==> config.mk <==
export PLATFORM = sky130hd
export DESIGN_NAME = uart_fifo_rd_ctrl
export DESIGN_NICKNAME = d
export VERILOG_FILES = /design/src/rtl/uart_fifo_pkg.sv /design/src/rtl/uart_skid2.sv /design/src/rtl/uart_fifo_rd_ctrl.sv
export SDC_FILE = /design/constraint.sdc
export NUM_CORES = 1
export LEC_CHECK = 0
export ABC_AREA = 1
export CAP_MARGIN = 30
export CORE_UTILIZATION = 40
export DETAILED_ROUTE_END_ITERATION = 6
export PLACE_DENSITY = 0.7
export SETUP_SLACK_MARGIN = 0.3
export SLEW_MARGIN = 0
export SYNTH_ARGS = -nofsm -noshare
export SYNTH_HDL_FRONTEND = slang
export SYNTH_SLANG_ARGS = --single-unit
==> constraint.sdc <==
create_clock -name Clk -period 6.3 [get_ports Clk]
set_input_delay 1.89 -clock Clk [delete_from_list [all_inputs] [get_ports Clk]]
set_output_delay 1.89 -clock Clk [all_outputs]
set_load 0.01 [all_outputs]
==> src/rtl/uart_fifo_pkg.sv <==
// Shared types and sizing helpers for the UART byte FIFO read/receive paths.
package uart_fifo_pkg;

    localparam int unsigned UART_DATA_WIDTH = 8;
    localparam int unsigned UART_DATA_DEPTH = 128;

    // Level counter is one bit wider than the pointer so a full FIFO is representable.
    function automatic int unsigned lvl_w(input int unsigned depth);
        return $clog2(depth) + 1;
    endfunction

    typedef logic [UART_DATA_WIDTH-1:0] byte_t;

endpackage

==> src/rtl/uart_skid2.sv <==
// Two-entry staging buffer; head is always presented, simultaneous push and pop both honoured.
module uart_skid2
    import uart_fifo_pkg::*;
#(
    parameter int unsigned DATA_WIDTH = UART_DATA_WIDTH
) (
    input  logic                  clk_i,
    input  logic                  rst_i,
    input  logic                  push_i,
    input  logic                  pop_i,
    input  logic [DATA_WIDTH-1:0] data_in_i,
    output logic [DATA_WIDTH-1:0] data_out_o,
    output logic [1:0]            count_o
);

    logic [DATA_WIDTH-1:0] head_q, head_d;
    logic [DATA_WIDTH-1:0] tail_q, tail_d;
    logic [1:0]            count_q, count_d;
    logic                  pop_ok;

    always_comb begin
        head_d  = head_q;
        tail_d  = tail_q;
        count_d = count_q;
        pop_ok  = pop_i & (count_q != 2'd0);
        unique case (count_q)
            2'd0: begin
                if (push_i) begin
                    head_d  = data_in_i;
                    count_d = 2'd1;
                end
            end
            2'd1: begin
                if (push_i && pop_ok) begin
                    head_d = data_in_i;
                end else if (push_i) begin
                    tail_d  = data_in_i;
                    count_d = 2'd2;
                end else if (pop_ok) begin
                    count_d = 2'd0;
                end
            end
            2'd2: begin
                // A push while full is only legal alongside a pop; the tail then shifts up.
                if (pop_ok) begin
                    head_d = tail_q;
                    if (push_i) begin
                        tail_d = data_in_i;
                    end else begin
                        count_d = 2'd1;
                    end
                end
            end
            default: begin
                count_d = 2'd0;
            end
        endcase
    end

    always_ff @(posedge clk_i) begin
        if (rst_i) begin
            head_q  <= '0;
            tail_q  <= '0;
            count_q <= 2'd0;
        end else begin
            head_q  <= head_d;
            tail_q  <= tail_d;
            count_q <= count_d;
        end
    end

    assign data_out_o = head_q;
    assign count_o    = count_q;

    no_overflow_a : assert property (@(posedge clk_i) disable iff (rst_i)
        (push_i && count_q == 2'd2) |-> pop_i);

endmodule

==> src/rtl/uart_fifo_rd_ctrl.sv <==
// Read-side controller: turns the registered-output byte FIFO into a valid/ready stream,
// tracks FIFO occupancy and raises a level-threshold interrupt.
module uart_fifo_rd_ctrl
    import uart_fifo_pkg::*;
#(
    parameter int unsigned DATA_WIDTH = UART_DATA_WIDTH,
    parameter int unsigned DATA_DEPTH = UART_DATA_DEPTH,
    localparam int unsigned LVL_W     = lvl_w(DATA_DEPTH)
) (
    input  logic                  Clk,
    input  logic                  Reset,
    input  logic                  enable,
    input  logic                  fifo_wr_en,
    input  logic                  fifo_full,
    input  logic                  fifo_empty,
    output logic                  fifo_rd_en,
    input  logic [DATA_WIDTH-1:0] fifo_data,
    output logic                  m_valid,
    output logic [DATA_WIDTH-1:0] m_data,
    input  logic                  m_ready,
    input  logic [LVL_W-1:0]      thresh,
    output logic [LVL_W-1:0]      level,
    output logic                  thresh_irq,
    output logic                  idle
);

    logic [1:0]       stage_cnt;
    logic             pop;
    logic [2:0]       occupancy;
    logic             wr_acc;
    logic             rd_acc;
    logic             inflight_q, inflight_d;
    logic [LVL_W-1:0] level_q, level_d;
    logic             irq_q, irq_d;

    uart_skid2 #(
        .DATA_WIDTH (DATA_WIDTH)
    ) u_stage (
        .clk_i      (Clk),
        .rst_i      (Reset),
        .push_i     (inflight_q),
        .pop_i      (pop),
        .data_in_i  (fifo_data),
        .data_out_o (m_data),
        .count_o    (stage_cnt)
    );

    // Reads are throttled so staged plus in-flight bytes never exceed the two stage slots;
    // never reading while empty avoids the FIFO's stale read-during-write-when-empty path.
    always_comb begin
        m_valid    = (stage_cnt != 2'd0);
        pop        = m_valid & m_ready;
        occupancy  = {1'b0, stage_cnt} + {2'b00, inflight_q} - {2'b00, pop};
        fifo_rd_en = enable & ~fifo_empty & (occupancy < 3'd2);
        inflight_d = fifo_rd_en;
    end

    // A write while full only lands if a read frees a slot in the same cycle.
    always_comb begin
        wr_acc  = fifo_wr_en & (~fifo_full | fifo_rd_en);
        rd_acc  = fifo_rd_en;
        level_d = level_q;
        if (wr_acc && !rd_acc) begin
            level_d = level_q + 1'b1;
        end else if (!wr_acc && rd_acc) begin
            level_d = level_q - 1'b1;
        end
        irq_d = (thresh != '0) && (level_q >= thresh);
    end

    always_ff @(posedge Clk) begin
        if (Reset) begin
            inflight_q <= 1'b0;
            level_q    <= '0;
            irq_q      <= 1'b0;
        end else begin
            inflight_q <= inflight_d;
            level_q    <= level_d;
            irq_q      <= irq_d;
        end
    end

    always_comb begin
        level      = level_q;
        thresh_irq = irq_q;
        idle       = (level_q == '0) && (stage_cnt == 2'd0) && !inflight_q && !fifo_wr_en;
    end

    no_read_empty_a : assert property (@(posedge Clk) disable iff (Reset)
        fifo_empty |-> !fifo_rd_en);

    stream_stable_a : assert property (@(posedge Clk) disable iff (Reset)
        (m_valid && !m_ready) |=> (m_valid && $stable(m_data)));

endmodule
### Yosys cells after proc, flatten, opt, wreduce, memory -nomap -nowiden

Index checks and enable logic that the tools add are counted.

| operators by class | value |
|---|---|
| equal/unequal tests | 8 |
| $lt $le $gt $ge | 2 |
| $add $sub $neg | 4 |
| mux-type cells | 17 |
| reductions and logical operators | 21 |
| bitwise logic cells | 8 |

Operators by type and width:

| cell | count |
|---|---|
| $mux 8 | 8 |
| $pmux 8 s3 | 1 |
| $pmux 8 s2 | 1 |
| $mux 2 | 6 |
| $add 8x1->8 const B | 1 |
| $ge 8x8->1 | 1 |
| $logic_not 8->1 | 1 |
| $reduce_bool 8->1 | 1 |
| $sub 8x1->8 const B | 1 |
| $logic_and 1x1->1 | 7 |
| $ne 2x2->1 const B | 3 |
| $pmux 2 s3 | 1 |
| $reduce_bool 2->1 | 3 |
| $and 1x1->1 | 5 |
| $reduce_and 5->1 | 1 |
| $logic_not 1->1 | 4 |
| $ne 2x1->1 const B | 2 |
| $reduce_and 4->1 | 1 |
| $add 2x1->3 | 1 |
| $lt 3x2->1 const B | 1 |
| $ne 3x2->1 const B | 1 |
| $reduce_and 3->1 | 1 |
| $reduce_bool 3->1 | 1 |
| $sub 3x1->3 | 1 |
| other kinds (5) | 6 |

| word-level totals | value |
|---|---|
| input port bits | 23 |
| word-level logic and storage cells | 66 |
| bits in registers | 28 |

### Logic depth before layout (Yosys ltp)

| logic depth | value |
|---|---|
| word-level depth | 11 |
| depth in mapped cells | 20 |
| gate-level depth less buffers | 20 |

### By module

A second synthesis with hierarchy kept.

| unflattened totals | value |
|---|---|
| cells, all modules | 297 |
| area total of the unflattened synthesis | 1944.4 um2 |

Modules (own cells, without submodules):

| module | cells each | instances | area an instance (um2) | sequential area each (um2) |
|---|---|---|---|---|
| uart_fifo_rd_ctrl | 153 | 1 | 1037.2 | 200.2 |
| uart_skid2 | 144 | 1 | 907.1 | 360.3 |

### Least setup slack after synthesis

Ideal clock, no wire load.

| timing path | value |
|---|---|
| path type | input -> output |
| from | input m_ready |
| to | output fifo_rd_en |
| stages | 9 |
| slack | 1.072 ns |
| data required time | 4.410 ns |
| data arrival time | 3.338 ns |
| buffers on the path | 0 |
| cells stage by stage | inv_1 -> nor2_1 -> ha_1 -> or2_2 -> fa_1 -> nand2_1 -> nor2_1 -> nand2_1 -> inv_1 |

| between the ends | value |
|---|---|
| word-level cells in the longest chain between the ends | 4 |

Ends and longest elaborated chain:

| item | line | RTL |
|---|---|---|
| start: declaration | uart_fifo_rd_ctrl.sv:20 | `input logic m_ready,` |
| $and 1x1->1 | uart_fifo_rd_ctrl.sv:52 | `pop = m_valid & m_ready;` |
| $sub 3x1->3 | uart_fifo_rd_ctrl.sv:53 | `occupancy = {1'b0, stage_cnt} + {2'b00, inflight_q} - {2'b00, pop};` |
| $lt 3x2->1 | uart_fifo_rd_ctrl.sv:54 | `fifo_rd_en = enable & ~fifo_empty & (occupancy < 3'd2);` |
| $and 1x1->1 | uart_fifo_rd_ctrl.sv:54 |  |
| end: declaration | uart_fifo_rd_ctrl.sv:16 | `output logic fifo_rd_en,` |

Every way passes these cells.

### Worst setup path in the final report

Ends and elaborated chain as after synthesis.

==> metrics.yaml <==
floorplanning:
  die_y_um: 68.5
  dieArea_mm2: 0.00469
  core-area_mm2: 0.00412
  initial_core_util: 0.430
  ios: 43
  die_w_um: 68.5
  rows: 23
cts:
  cts.sinks: 28
  clk_latency_ps: 270
  cts_max_path_buffers: 2
  cts_tree: "built"
  post-cts-setup-buffers: 0
  cts_made_buffers: 3
  htree_levels: 1
  clk_pin_slew_ps: 100
  root_buffer: "clkbuf_8"
power_and_ir_drop:
  p_leak_nw: 1.07
  pwr-share-seq: 0.391
  power_mw: 0.534
  max-vdd-ir-drop_mv: 0.0901
  pwr-share-clk: 0.265
  swShare: 0.315
  p_comb_frac: 0.345
  switchingPower_mw: 0.168
  power_density_mw_per_mm2: 232
  internal_power_mw: 0.366
detailed_routing:
  drt_wl_total_um: 3880
  wl_per_cell_um: 11.2
  via_count: 1669
  dr.pass1.iters: 4
  drc_errors: 0
  via_per_inst: 4.81
  postRouteAntennaNets: 0
  first_iter_violations: 93
synth:
  ys.warnings.count: 0
  yosysMostFrequentCell: "nand2_1"
  synthArstFlopShare: 0
  synth_flop_cell: "dfxtp_1"
  synth_area_mm2: 0.00177
  synth_area_per_cell_um2: 6.96
  syn-num-nets: 295
  synth.largest_area_cell: "dfxtp_1"
  synth_edf_count: 0
  synth_area_leaders: "dfxtp_1, ha_1, nand2_1"
  seq_area_frac_synth: 0.317
  synth_top_area_share: 0.317
  ys_ff_latch: 28
  synth_commonest_cells: "nand2_1, inv_1, nor2_1"
  synthCells: 254
  ys_types: 28
grt:
  grt_max_degree: 23
  grt_pass1_vias: 1480
  antenna_found_initial: 0
  grt_pass1_wl_um: 6380
  grt_usage: 0.180
  grt_overflow: 0
sta:
  post-route-min-period_ps: 5820
  slew_headroom: 0.599
  finalCritPeriodShare: 0.924
  worst_slew_pin_slew_ps: 601
  grt_setup_unrepaired: "no"
  slew_violations: 0
  tns_ps: 0
  hold_viol: 0
  setup_viol: 0
  fmax_ghz: 0.172
  finClkSkew_ps: 2.22
setup_path:
  reg2regPathDepth: 20
  crit-reg2reg-capture: "level[7]"
  crit_end: "fifo_rd_en"
  end_kind: "output pin"
  arrival_ps: 3930
  startpoint_type: "primary input"
  critPathKind: "primary input to output pin"
  crit_required_ps: 4410
  reg2reg_from: "u_stage.count_o[1]"
  cp-startpoint: "m_ready"
  critPathMaxFanout: 3
  regToRegSetupSlack_ps: 2400
final_layout:
  n_antenna_cell: 0
  drive_above_1_share: 0.0539
  nFillCells: 412
  fin_nets: 339
  area_growth_pct: 29.9
  multiInputGateArea_mm2: 0.00101
  final-seq-area_um2: 561
status:
  status: "completed"
placed_design:
  gp_congestion: 0.772
  hpwl_um: 2950
  port_buffers: 42
worst_hold_path:
  hold_class: "flop to flop"
flow_run:
  cap_violations: 0
[cell usage in the layout (no fill, tap or decap), drive strengths merged]
master	Yosys	final
a221oi	1	1
xnor2	1	1
nand3b	3	3
fa	2	2
nand4	2	2
o22ai	1	1
ha	16	16
buf	2	2
xor2	2	2
a21oi	19	19
nand3	13	13
nand2	41	41
o21a	1	1
a211oi	1	1
or2	3	3
o211ai	2	2
clkdlybuf4s50	0	41
inv	43	43
o21bai	1	1
o21ai	29	29
nor2	38	38
dfxtp	28	28
bufinv	0	1
clkbuf	3	4
nor4	2	2
[worst min-delay path by stage]
stage / start / to / slack, ps / cells after the start
5_1_grt: u_stage.tail_q[5] / u_stage.tail_q[5] / 500 / 2
4_1_cts: u_stage.tail_q[2] / u_stage.tail_q[2] / 460 / 2
2_1_floorplan: u_stage.tail_q[0] / u_stage.tail_q[0] / 430 / 2
3_3_place_gp: u_stage.tail_q[1] / u_stage.tail_q[1] / 440 / 2
6_report: u_stage.tail_q[3] / u_stage.tail_q[3] / 460 / 2
3_5_place_dp: u_stage.tail_q[2] / u_stage.tail_q[2] / 450 / 2
[metrics by stage]
step / cell area [µm²] / worst slack, ps / util / hold slack (ps) / instances
floorplan: 1770 / 1070 / - / 433 / 254
global placement: 2230 / 120 / 0.542 / 443 / 343
detailed placement: 2230 / 73.2 / 0.542 / 449 / 343
CTS: 2300 / 327 / 0.559 / 464 / 347
global route: 2300 / 353 / 0.558 / 498 / 347
finish: 2300 / 479 / 0.558 / 462 / 347
[cell families after synthesis]
group	count (synthesis)	synth area share
AO/OA/AOI/OAI	55	0.173
XOR/XNOR	3	0.0149
flip-flops	28	0.317
AND/OR/NAND/NOR	102	0.248
buffers and inverters	48	0.111
adder cells (fa/ha/maj)	18	0.136
[critical path: stages]
cell and delay [ps]:
clkdlybuf4s50_1 480, inv_1 70, nor2_1 100, ha_1 230, or2_2 300, fa_1 490
nand2_1 50, nor2_1 80, nand2_1 70, inv_1 60, clkbuf_2 120
[cell type report]
cell class                      instances  share of cell area
Sequential cell                        28               0.244
Multi-Input combinational cell        178               0.440
Clock inverter                          1              0.0131
Tap cell                               50              0.0272
Clock buffer                            3              0.0180
Timing Repair Buffer                   44               0.187
Inverter                               43              0.0703
[power by group through the flow]
| stage | Combinational [mW] | Sequential (mW) | Clock (mW) |
|---|---|---|---|
| after floorplan | 0.113 | 0.214 | 0 |
| after global placement | 0.179 | 0.213 | 0 |
| after detailed placement | 0.184 | 0.213 | 0 |
| after CTS | 0.185 | 0.209 | 0.145 |
| after global routing | 0.210 | 0.211 | 0.153 |
| final | 0.184 | 0.209 | 0.141 |
[routing by layer]
layer	global-route usage	share of wire	up-vias	wire length, µm
met4	0.0625	0.0088	0	34
met1	0.238	0.51	728	1970
li1	-	-	908	-
met2	0.299	0.45	31	1740
met3	0.0200	0.034	2	132
met5	0	0	-	0
[repair_timing]
item / 4_1_cts / 5_1_grt
setup endpoints to repair: 1 / 1
cloned: 0 / 0
hold endpoints to repair: 0 / 0
hold buffers: 0 / 0
gates resized for setup: 1 / 2
pin swaps: 0 / 0
[state kept, by name (all words and copies together) (netlist names)]
name and count:
level 8, u_stage.data_out_o 8, u_stage.tail_q 8, u_stage.count_o 2, inflight_q 1, thresh_irq 1
No activity file was read; power rests on OpenSTA's default activity.
